===== config.mk =====
export PLATFORM = sky130hd
export DESIGN_NAME = adc_serial_tx
export DESIGN_NICKNAME = d
export VERILOG_FILES = /design/src/rtl/adc_serial_tx_pkg.sv /design/src/rtl/adc_tx_pattern.sv /design/src/rtl/adc_serial_tx.sv
export SDC_FILE = /design/constraint.sdc
export NUM_CORES = 1
export LEC_CHECK = 0
export CAP_MARGIN = 10
export CORE_MARGIN = 3
export CORE_UTILIZATION = 52
export DETAILED_ROUTE_END_ITERATION = 10
export PLACE_DENSITY = 0.81
export SYNTH_ARGS = -nofsm -noshare
export SYNTH_HDL_FRONTEND = slang
export SYNTH_SLANG_ARGS = --single-unit
export TNS_END_PERCENT = 5

===== constraint.sdc =====
create_clock -name clk -period 2.39 [get_ports clk]
set_input_delay 0.3585 -clock clk [delete_from_list [all_inputs] [get_ports clk]]
set_output_delay 0.3585 -clock clk [all_outputs]
set_load 0.02 [all_outputs]

===== src/rtl/adc_serial_tx_pkg.sv =====
// adc_serial_tx_pkg: shared mode/state encodings and checkerboard words for the serial ADC emulator
package adc_serial_tx_pkg;
    typedef enum logic [1:0] {MODE_STREAM, MODE_RAMP, MODE_CHECKER, MODE_CONST} mode_t;
    typedef enum logic {IDLE, RUN} state_t;
    localparam logic [13:0] CHECKER_A = 14'h2AAA;
    localparam logic [13:0] CHECKER_B = 14'h1555;
endpackage


===== src/rtl/adc_tx_pattern.sv =====
// adc_tx_pattern: ramp counter, checker phase and mode mux choosing the next word to serialize
module adc_tx_pattern
    import adc_serial_tx_pkg::*;
#(
    parameter int DATA_BITS = 14,
    parameter logic [DATA_BITS-1:0] IDLE_WORD = '0
) (
    input  logic                 clk,
    input  logic                 rst_b,
    input  logic                 advance,
    input  logic                 restart,
    input  logic [1:0]           mode,
    input  logic [DATA_BITS-1:0] pattern_value,
    input  logic [DATA_BITS-1:0] in_data,
    input  logic                 in_valid,
    output logic [DATA_BITS-1:0] word,
    output logic                 underrun
);
    mode_t m;
    logic [DATA_BITS-1:0] ramp, ramp_cur;
    logic phase, phase_cur;
    // a burst restart overrides the stored generators so the first word is always 0 / CHECKER_A
    always_comb begin
        m = mode_t'(mode);
        ramp_cur = restart ? '0 : ramp;
        phase_cur = restart ? 1'b0 : phase;
        underrun = (m == MODE_STREAM) && !in_valid;
        word = (m == MODE_STREAM) ? (in_valid ? in_data : IDLE_WORD) :
               (m == MODE_RAMP) ? ramp_cur :
               (m == MODE_CHECKER) ? (phase_cur ? DATA_BITS'(CHECKER_B) : DATA_BITS'(CHECKER_A)) :
               pattern_value;
    end
    always_ff @(posedge clk) begin
        if (!rst_b) begin
            ramp <= '0;
            phase <= 1'b0;
        end else if (advance) begin
            ramp <= ramp_cur + DATA_BITS'(m == MODE_RAMP);
            phase <= phase_cur ^ (m == MODE_CHECKER);
        end
    end
endmodule


===== src/rtl/adc_serial_tx.sv =====
// adc_serial_tx: serializes DATA_BITS-wide words MSB-first with a half-frame marker,
// sourcing words from a stream input or built-in test patterns
module adc_serial_tx
    import adc_serial_tx_pkg::*;
#(
    parameter int DATA_BITS = 14,
    parameter logic [DATA_BITS-1:0] IDLE_WORD = '0
) (
    input  logic                 clk,
    input  logic                 rst_b,
    input  logic                 enable,
    input  logic [1:0]           mode,
    input  logic [DATA_BITS-1:0] pattern_value,
    input  logic [DATA_BITS-1:0] in_data,
    input  logic                 in_valid,
    output logic                 in_ready,
    output logic                 ser_out,
    output logic                 frame_out,
    input  logic                 cnt_clear,
    output logic [31:0]          frame_cnt,
    output logic [15:0]          underrun_cnt
);
    localparam int CW = $clog2(DATA_BITS);
    localparam logic [CW-1:0] LAST = CW'(DATA_BITS - 1);
    localparam logic [CW-1:0] HALF = CW'(DATA_BITS / 2);
    state_t state;
    logic [CW-1:0] bit_cnt;
    logic [DATA_BITS-1:0] shreg, word;
    logic underrun, frame_end, restart, load;
    always_comb begin
        frame_end = (state == RUN) && (bit_cnt == LAST);
        restart = (state == IDLE) && enable;
        load = restart || (frame_end && enable);
        in_ready = (mode_t'(mode) == MODE_STREAM) && load;
    end
    adc_tx_pattern #(.DATA_BITS(DATA_BITS), .IDLE_WORD(IDLE_WORD)) u_pattern (
        .clk(clk),
        .rst_b(rst_b),
        .advance(load),
        .restart(restart),
        .mode(mode),
        .pattern_value(pattern_value),
        .in_data(in_data),
        .in_valid(in_valid),
        .word(word),
        .underrun(underrun)
    );
    always_ff @(posedge clk) begin
        if (!rst_b) begin
            state <= IDLE;
            bit_cnt <= '0;
            shreg <= '0;
            ser_out <= 1'b0;
            frame_out <= 1'b0;
            frame_cnt <= '0;
            underrun_cnt <= '0;
        end else begin
            if (load) begin
                state <= RUN;
                bit_cnt <= '0;
                shreg <= word << 1;
                ser_out <= word[DATA_BITS-1];
                frame_out <= 1'b1;
            end else if (frame_end || state == IDLE) begin
                state <= IDLE;
                bit_cnt <= '0;
                ser_out <= 1'b0;
                frame_out <= 1'b0;
            end else begin
                bit_cnt <= bit_cnt + CW'(1);
                shreg <= shreg << 1;
                ser_out <= shreg[DATA_BITS-1];
                frame_out <= (bit_cnt + CW'(1)) < HALF;
            end
            frame_cnt <= cnt_clear ? '0 : frame_cnt + 32'(frame_end);
            underrun_cnt <= cnt_clear ? '0 : underrun_cnt + 16'(load && underrun && underrun_cnt != 16'hFFFF);
        end
    end
endmodule


# [Yosys cells after proc, flatten, opt, wreduce, memory -nomap -nowiden]
# Cells that the tools add are included.
[op_classes] reduce_logical=14 eq_ne=5 muxes=15 addsub=4 bitwise_logic=3 n_lt_le_gt_ge=1
[ops] cell="two-way mux 14 bit" n=8
[ops] cell="adder 32 x 1 -> 32 bit" n=1
[ops] cell="adder 16 x 1 -> 16 bit" n=1
[ops] cell="inequality test 16 bit, second input constant" n=1
[ops] cell="adder 14 x 1 -> 14 bit" n=1
[ops] cell="logical AND 1 bit" n=7
[ops] cell="two-way mux 1 bit" n=7
[ops] cell="adder 4 x 1 -> 4 bit, second input constant" n=1
[ops] cell="equality test 4 bit, second input constant" n=1
[ops] cell="less-than comparator 4 x 3 -> 1 bit, second input constant" n=1
[ops] cell="OR reduction 3 bit" n=1
[ops] cell="equality test 2 x 1 -> 1 bit, second input constant" n=1
[ops] cell="equality test 2 bit, second input constant" n=1
[ops] cell="zero test 2 bit" n=1
[ops] cell="logical OR 1 bit" n=2
[ops] cell="inequality test 2 bit, second input constant" n=1
[ops] cell="NOT 1 bit" n=2
[ops] cell="nonzero test 2 bit" n=1
[ops] cell="OR reduction 2 bit" n=1
[ops] cell="zero test 1 bit" n=1
[ops] cell="bitwise XOR 1 bit" n=1
[totals] register_bits=83 inputBits=35 elab_cells=51 output_inout_bits=51

# [Logic depth before layout (Yosys ltp)]
[depth] depth_word=8 ltp_mapped=13

# [Modules after synthesis]
# A second synthesis with hierarchy kept.
[hier_totals] hier_cells=527 hier_area_um2=4423.0
[modules_own_cells] mod="adc_serial_tx" area_per_inst_um2=3145.5 cells_each=351 n_inst=1
[modules_own_cells] mod="adc_tx_pattern" area_per_inst_um2=1277.5 cells_each=176 n_inst=1

# [Worst setup path before layout]
# Ideal clock, no wire load.
[synth_path] path_type="register -> register" from="register bit_cnt[0]" to="register underrun_cnt[7]" path_stages_with_launch=13 arrival_time_ns=2.543 required_ns=2.262 path_buffers=1 path_slack_ns=-0.281 setup_time_ns=0.128 path_cell_list="dfxtp_1 > ha_1 > nand3_2 > a21bo_1 > buf_6 > nor3_1 > and3b_1 > ha_1 > nand2_1 > nor2_1 > nand4_1 > xor2_1 > nor2_1"
[synth_via] elab_chain_cells=7
[synth_rtl] item="start: declaration" line_no="adc_serial_tx.sv:27" source="logic [CW-1:0] bit_cnt;"
[synth_rtl] item="start signal: assignment" line_no="adc_serial_tx.sv:70" source="bit_cnt <= bit_cnt + CW'(1);"
[synth_rtl] item="equality test 4 bit" line_no="adc_serial_tx.sv:31" source="frame_end = (state == RUN) && (bit_cnt == LAST);"
[synth_rtl] item="logical AND 1 bit" line_no="adc_serial_tx.sv:31"
[synth_rtl] item="logical AND 1 bit" line_no="adc_serial_tx.sv:33" source="load = restart || (frame_end && enable);"
[synth_rtl] item="logical OR 1 bit" line_no="adc_serial_tx.sv:33"
[synth_rtl] item="logical AND 1 bit (2 in series)" line_no="adc_serial_tx.sv:76" source="underrun_cnt <= cnt_clear ? '0 : underrun_cnt + 16'(load && underrun && underrun_cnt != 16'hFFFF);"
[synth_rtl] item="adder 16 x 1 -> 16 bit" line_no="adc_serial_tx.sv:76"
[synth_rtl] item="end signal: assignment" line_no="adc_serial_tx.sv:76"
[synth_rtl] item="end: declaration" line_no="adc_serial_tx.sv:21" source="output logic [15:0] underrun_cnt"
# No other way between the ends.
# A chain may end at the register's enable or synchronous reset.

# [Worst setup path after layout]
[layout_path] from="register bit_cnt[1]" to="register frame_cnt[23]"
[layout_via] elab_chain_cells=3
[layout_rtl] item="equality test 4 bit" line_no="adc_serial_tx.sv:31"
[layout_rtl] item="logical AND 1 bit" line_no="adc_serial_tx.sv:31"
[layout_rtl] item="adder 32 x 1 -> 32 bit" line_no="adc_serial_tx.sv:75" source="frame_cnt <= cnt_clear ? '0 : frame_cnt + 32'(frame_end);"
[layout_rtl] item="end signal: assignment" line_no="adc_serial_tx.sv:75"
[layout_rtl] item="end: declaration" line_no="adc_serial_tx.sv:20" source="output logic [31:0] frame_cnt,"
# No other way between the ends.

==> summary.md <==
| Metric | Value |
|---|---|
| Setup WS post-layout | 0.143 ns |
| Compound-Gate Fraction of Synth Area | 11.4% |
| CTS buffer count | 9 |
| Unrepaired setup endpoints after global routing | true |
| P_leak | 1.98 nW |
| Critical R2R Launch | bit_cnt[1]$_SDFF_PP0_ |
| DRT Pass-1 Iters | 4 |
| CP max stage cell | nor4_4 |
| Setup tns final | 0 ns |
| Area post-placement | 5250 um^2 |
| Maximum VDD drop | 0.356 mV |
| Vias | 3893 |
| Ant. Diodes | 0 |
| Later-pin clock latency in the skew report | 0.36 ns |
| Final period utilization | 94.0% |
| Root Driver | clkbuf_8 |
| Worst setup path class | reg -> reg |
| Synth Area in Adders | 2.68% |
| Syn. warnings | 0 |
| Setup crit end kind | flip-flop |
| Hold path cells | 2 |
| DR vias/cell | 5.62 |
| IO Port Bufs | 85 |
| Area Overhead vs Synth | 30.4% |
| Status | completed |
| Drt drc | 0 |
| Reg2Reg Depth | 9 |
| Critical Path AT | 2.48 ns |
| Routability cong. | 0.888 |
| Avg WL per Cell | 15.0 um |
| Mapped Area | 4210 um^2 |
| XOR/XNOR share of the synthesized area | 11.7% |
| Initial core utilization | 53.9% |
| PwrDens | 514 nW/um^2 |
| DRT iter0 DRCs | 209 |
| Asr flop ratio synth | 0% |
| Main combinational cell family by area after synthesis | simple AND/OR/NAND/NOR gates |
| Top_reg_cell synth | dfxtp_1 |
| Rel. slew slack | 60.0% |
| Clk_skew | 0.0110 ns |
| CP cell instances | inv_1 -> ha_2 -> and4_2 -> ha_1 -> nand3_1 -> nor4_4 -> nand4_1 -> xnor2_1 -> nor2_1 |
| CTS clk-pin slew, worst paths | 0.08 ns |
| Mux cell area share after synthesis | 1.22% |
| Row count | 32 |
| Max_cap viols | 0 |
| Clk sinks | 83 |
| Worst path required time | 2.62 ns |
| Number of global-route vias before repair | 3732 |
| Syn_nets | 539 |
| Hold Path Sink | ser_out$_SDFF_PN0_ |
| Final hold slack | 0.474 ns |
| Largest net degree at the start of global routing | 49 |
| GRT Overall Usage | 23.7% |
| Reg2Reg Setup Slack | 0.14 ns |
| Nets@finish | 631 |
| I/O pin count | 86 |
| Post-route ant nets | 0 |
| Slowest cell delay on critical path | 0.39 ns |
| Simple-Gate Fraction of Synth Area | 29.9% |
| Layout cell share with drive strength beyond 1 | 9.81% |
| Chip width | 96.0 um |
| Final instance area | 5490 um^2 |
| DIE HEIGHT | 96.0 um |
| Fmax | 445 MHz |
| Mean post-synth cell area | 8.50 um^2 |
| Netlist cell types | 55 |
| Hold Path Origin | shreg[13]$_SDFFE_PN0P_ |
| H-tree depth | 3 |
| Setup-failing EPs final | 0 |
| Number of synthesized register bits | 83 |
| # hold bufs at CTS | 0 |
| Max-slew violations | 0 |
| Max Root-Sink Buffers | 2 |
| Placement Setup Slack | -0.0319 ns |
| Clock tree from TritonCTS | built |
| Post-Synthesis Cells | 495 |
| Slew @ Worst Pin | 0.599 ns |
| Crit start category | flip-flop |
| Routed WL | 10.4 mm |
| Final min period | 2.25 ns |
| DIE AREA | 9210 um^2 |
| Endpoints failing hold | 0 |
| Post-CTS Setup Inserts | 0 |
| Reg2reg end | frame_cnt[23]$_SDFF_PP0_ |
| Core Area | 7810 um^2 |
| Congestion Overflow GR | 0 |
| Crit-path max FO | 7 |
| DPL Wire Length | 7.71 mm |
| First-pass GRT wire length | 17.3 mm |
| Tightest Hold Check Type | reg -> reg |
| Post-synthesis sequential area ratio | 39.5% |
| Initial antenna violation count | 0 |
| Number of flops mapped to enable cells by yosys | 0 |
| Fill count | 610 |
==> cell families after synthesis <==
kind of cell | Yosys count
flops | 83
xor+xnor | 56
fa+ha+maj | 9
simple gates | 235
mux | 5
buf+inv | 33
compound gates | 74
==> power breakdown <==
part           leakage, nW  internal, W  switching, W
clock network        0.109     0.000617      0.000524
registers            0.672      0.00141     0.0000130
logic                 1.20     0.000126      0.000135
total                 1.98      0.00215      0.000672
==> per-stage QoR <==
stage               cells  utilization, %  total power (W)
floorplan             495               -          0.00160
global placement      678            67.2          0.00170
detailed placement    678            67.2          0.00171
CTS                   693            70.0          0.00283
global route          693            70.3          0.00292
finish                693            70.3          0.00282
==> metal layers <==
metal,global-route usage [%],vias to the layer above,routed length (um)
li1,-,1902,-
met1,30.5,1864,4480
met2,39.8,113,5190
met3,4.69,14,563
met4,7.70,0,144
met5,0,-,0
==> cell usage in the layout, fill, tap and decap left out, types with 10 or more instances in the layout <==
| master | n |
|---|---|
| nand4_1 | 14 |
| clkbuf_8 | 10 |
| nand2_1 | 56 |
| o211ai_1 | 10 |
| clkdlybuf4s50_1 | 84 |
| and3_1 | 10 |
| xor2_1 | 36 |
| o21ai_0 | 21 |
| dfxtp_1 | 83 |
| nor2_1 | 69 |
| xnor2_1 | 20 |
| buf_4 | 21 |
| nand3_1 | 29 |
| a21oi_1 | 11 |
==> repair_timing <==
item | 4_1_cts | 5_1_grt
resized for setup | 1 | 3
pin swaps | 0 | 2
setup endpoints to repair | 1 | 16
==> sequential cells by signal, indices dropped and copies added, names as in the netlist <==
register / count
frame_cnt: 32
underrun_cnt: 16
u_pattern.ramp: 14
shreg: 13
bit_cnt: 4
frame_out: 1
ser_out: 1
state: 1
u_pattern.phase: 1
==> how the worst max path moves through the flow <==
stage	slack [ns]	startpoint	endpoint
final	0.14	bit_cnt[1]$_SDFF_PP0_	frame_cnt[23]$_SDFF_PP0_
after global routing	-0.02	bit_cnt[1]$_SDFF_PP0_	frame_cnt[23]$_SDFF_PP0_
after CTS	0.02	bit_cnt[1]$_SDFF_PP0_	frame_cnt[14]$_SDFF_PP0_
after detailed placement	-0.03	mode[0]	u_pattern.ramp[5]$_SDFFE_PN0N_
after global placement	0.06	mode[0]	u_pattern.ramp[5]$_SDFFE_PN0N_
after floorplan	0.04	bit_cnt[0]$_SDFF_PP0_	underrun_cnt[7]$_SDFF_PP0_
==> cell usage after synthesis (3+ instances only) <==
cell type | count | area [um^2]
dfxtp_1 | 83 | 1660
nor2_1 | 69 | 259
nand2_1 | 56 | 210
xor2_1 | 36 | 315
nand3_1 | 29 | 145
o21ai_0 | 21 | 105
xnor2_1 | 20 | 175
clkbuf_1 | 16 | 60.1
nand4_1 | 14 | 87.6
a21oi_1 | 11 | 55.1
and3_1 | 10 | 62.6
o211ai_1 | 10 | 75.1
ha_1 | 9 | 113
and2_1 | 7 | 43.8
inv_1 | 7 | 26.3
nor3_1 | 6 | 30.0
a221oi_1 | 5 | 43.8
a31oi_1 | 5 | 31.3
nand3b_1 | 5 | 37.5
nor2b_1 | 5 | 31.3
a211oi_1 | 4 | 30.0
a21boi_1 | 4 | 30.0
buf_4 | 4 | 30.0
mux2i_1 | 4 | 40.0
nand2b_1 | 4 | 25.0
a21boi_0 | 3 | 22.5
a22oi_1 | 3 | 22.5
and4_1 | 3 | 26.3
nand3_2 | 3 | 30.0
nor4_4 | 3 | 63.8
or3_1 | 3 | 18.8
==> critical path, delay by kind of cell (launching register included) <==
kind | cells | cell delay, ns
simple gates | 5 | 1.11
fa+ha+maj | 2 | 0.38
flops | 1 | 0.35
xor+xnor | 1 | 0.18
buf+inv | 1 | 0.10
==> final cells by class <==
cell class	count	area (um^2)	share of cell area, %
multi-input cells	379	2420	44.1
flip-flops and latches	83	1660	30.3
repair buffers	107	1030	18.7
clock buffers	10	138	2.51
well taps	102	128	2.33
clock inverters	5	85.1	1.55
inverters	7	26.3	0.479
(Power assumes the default switching activity.)
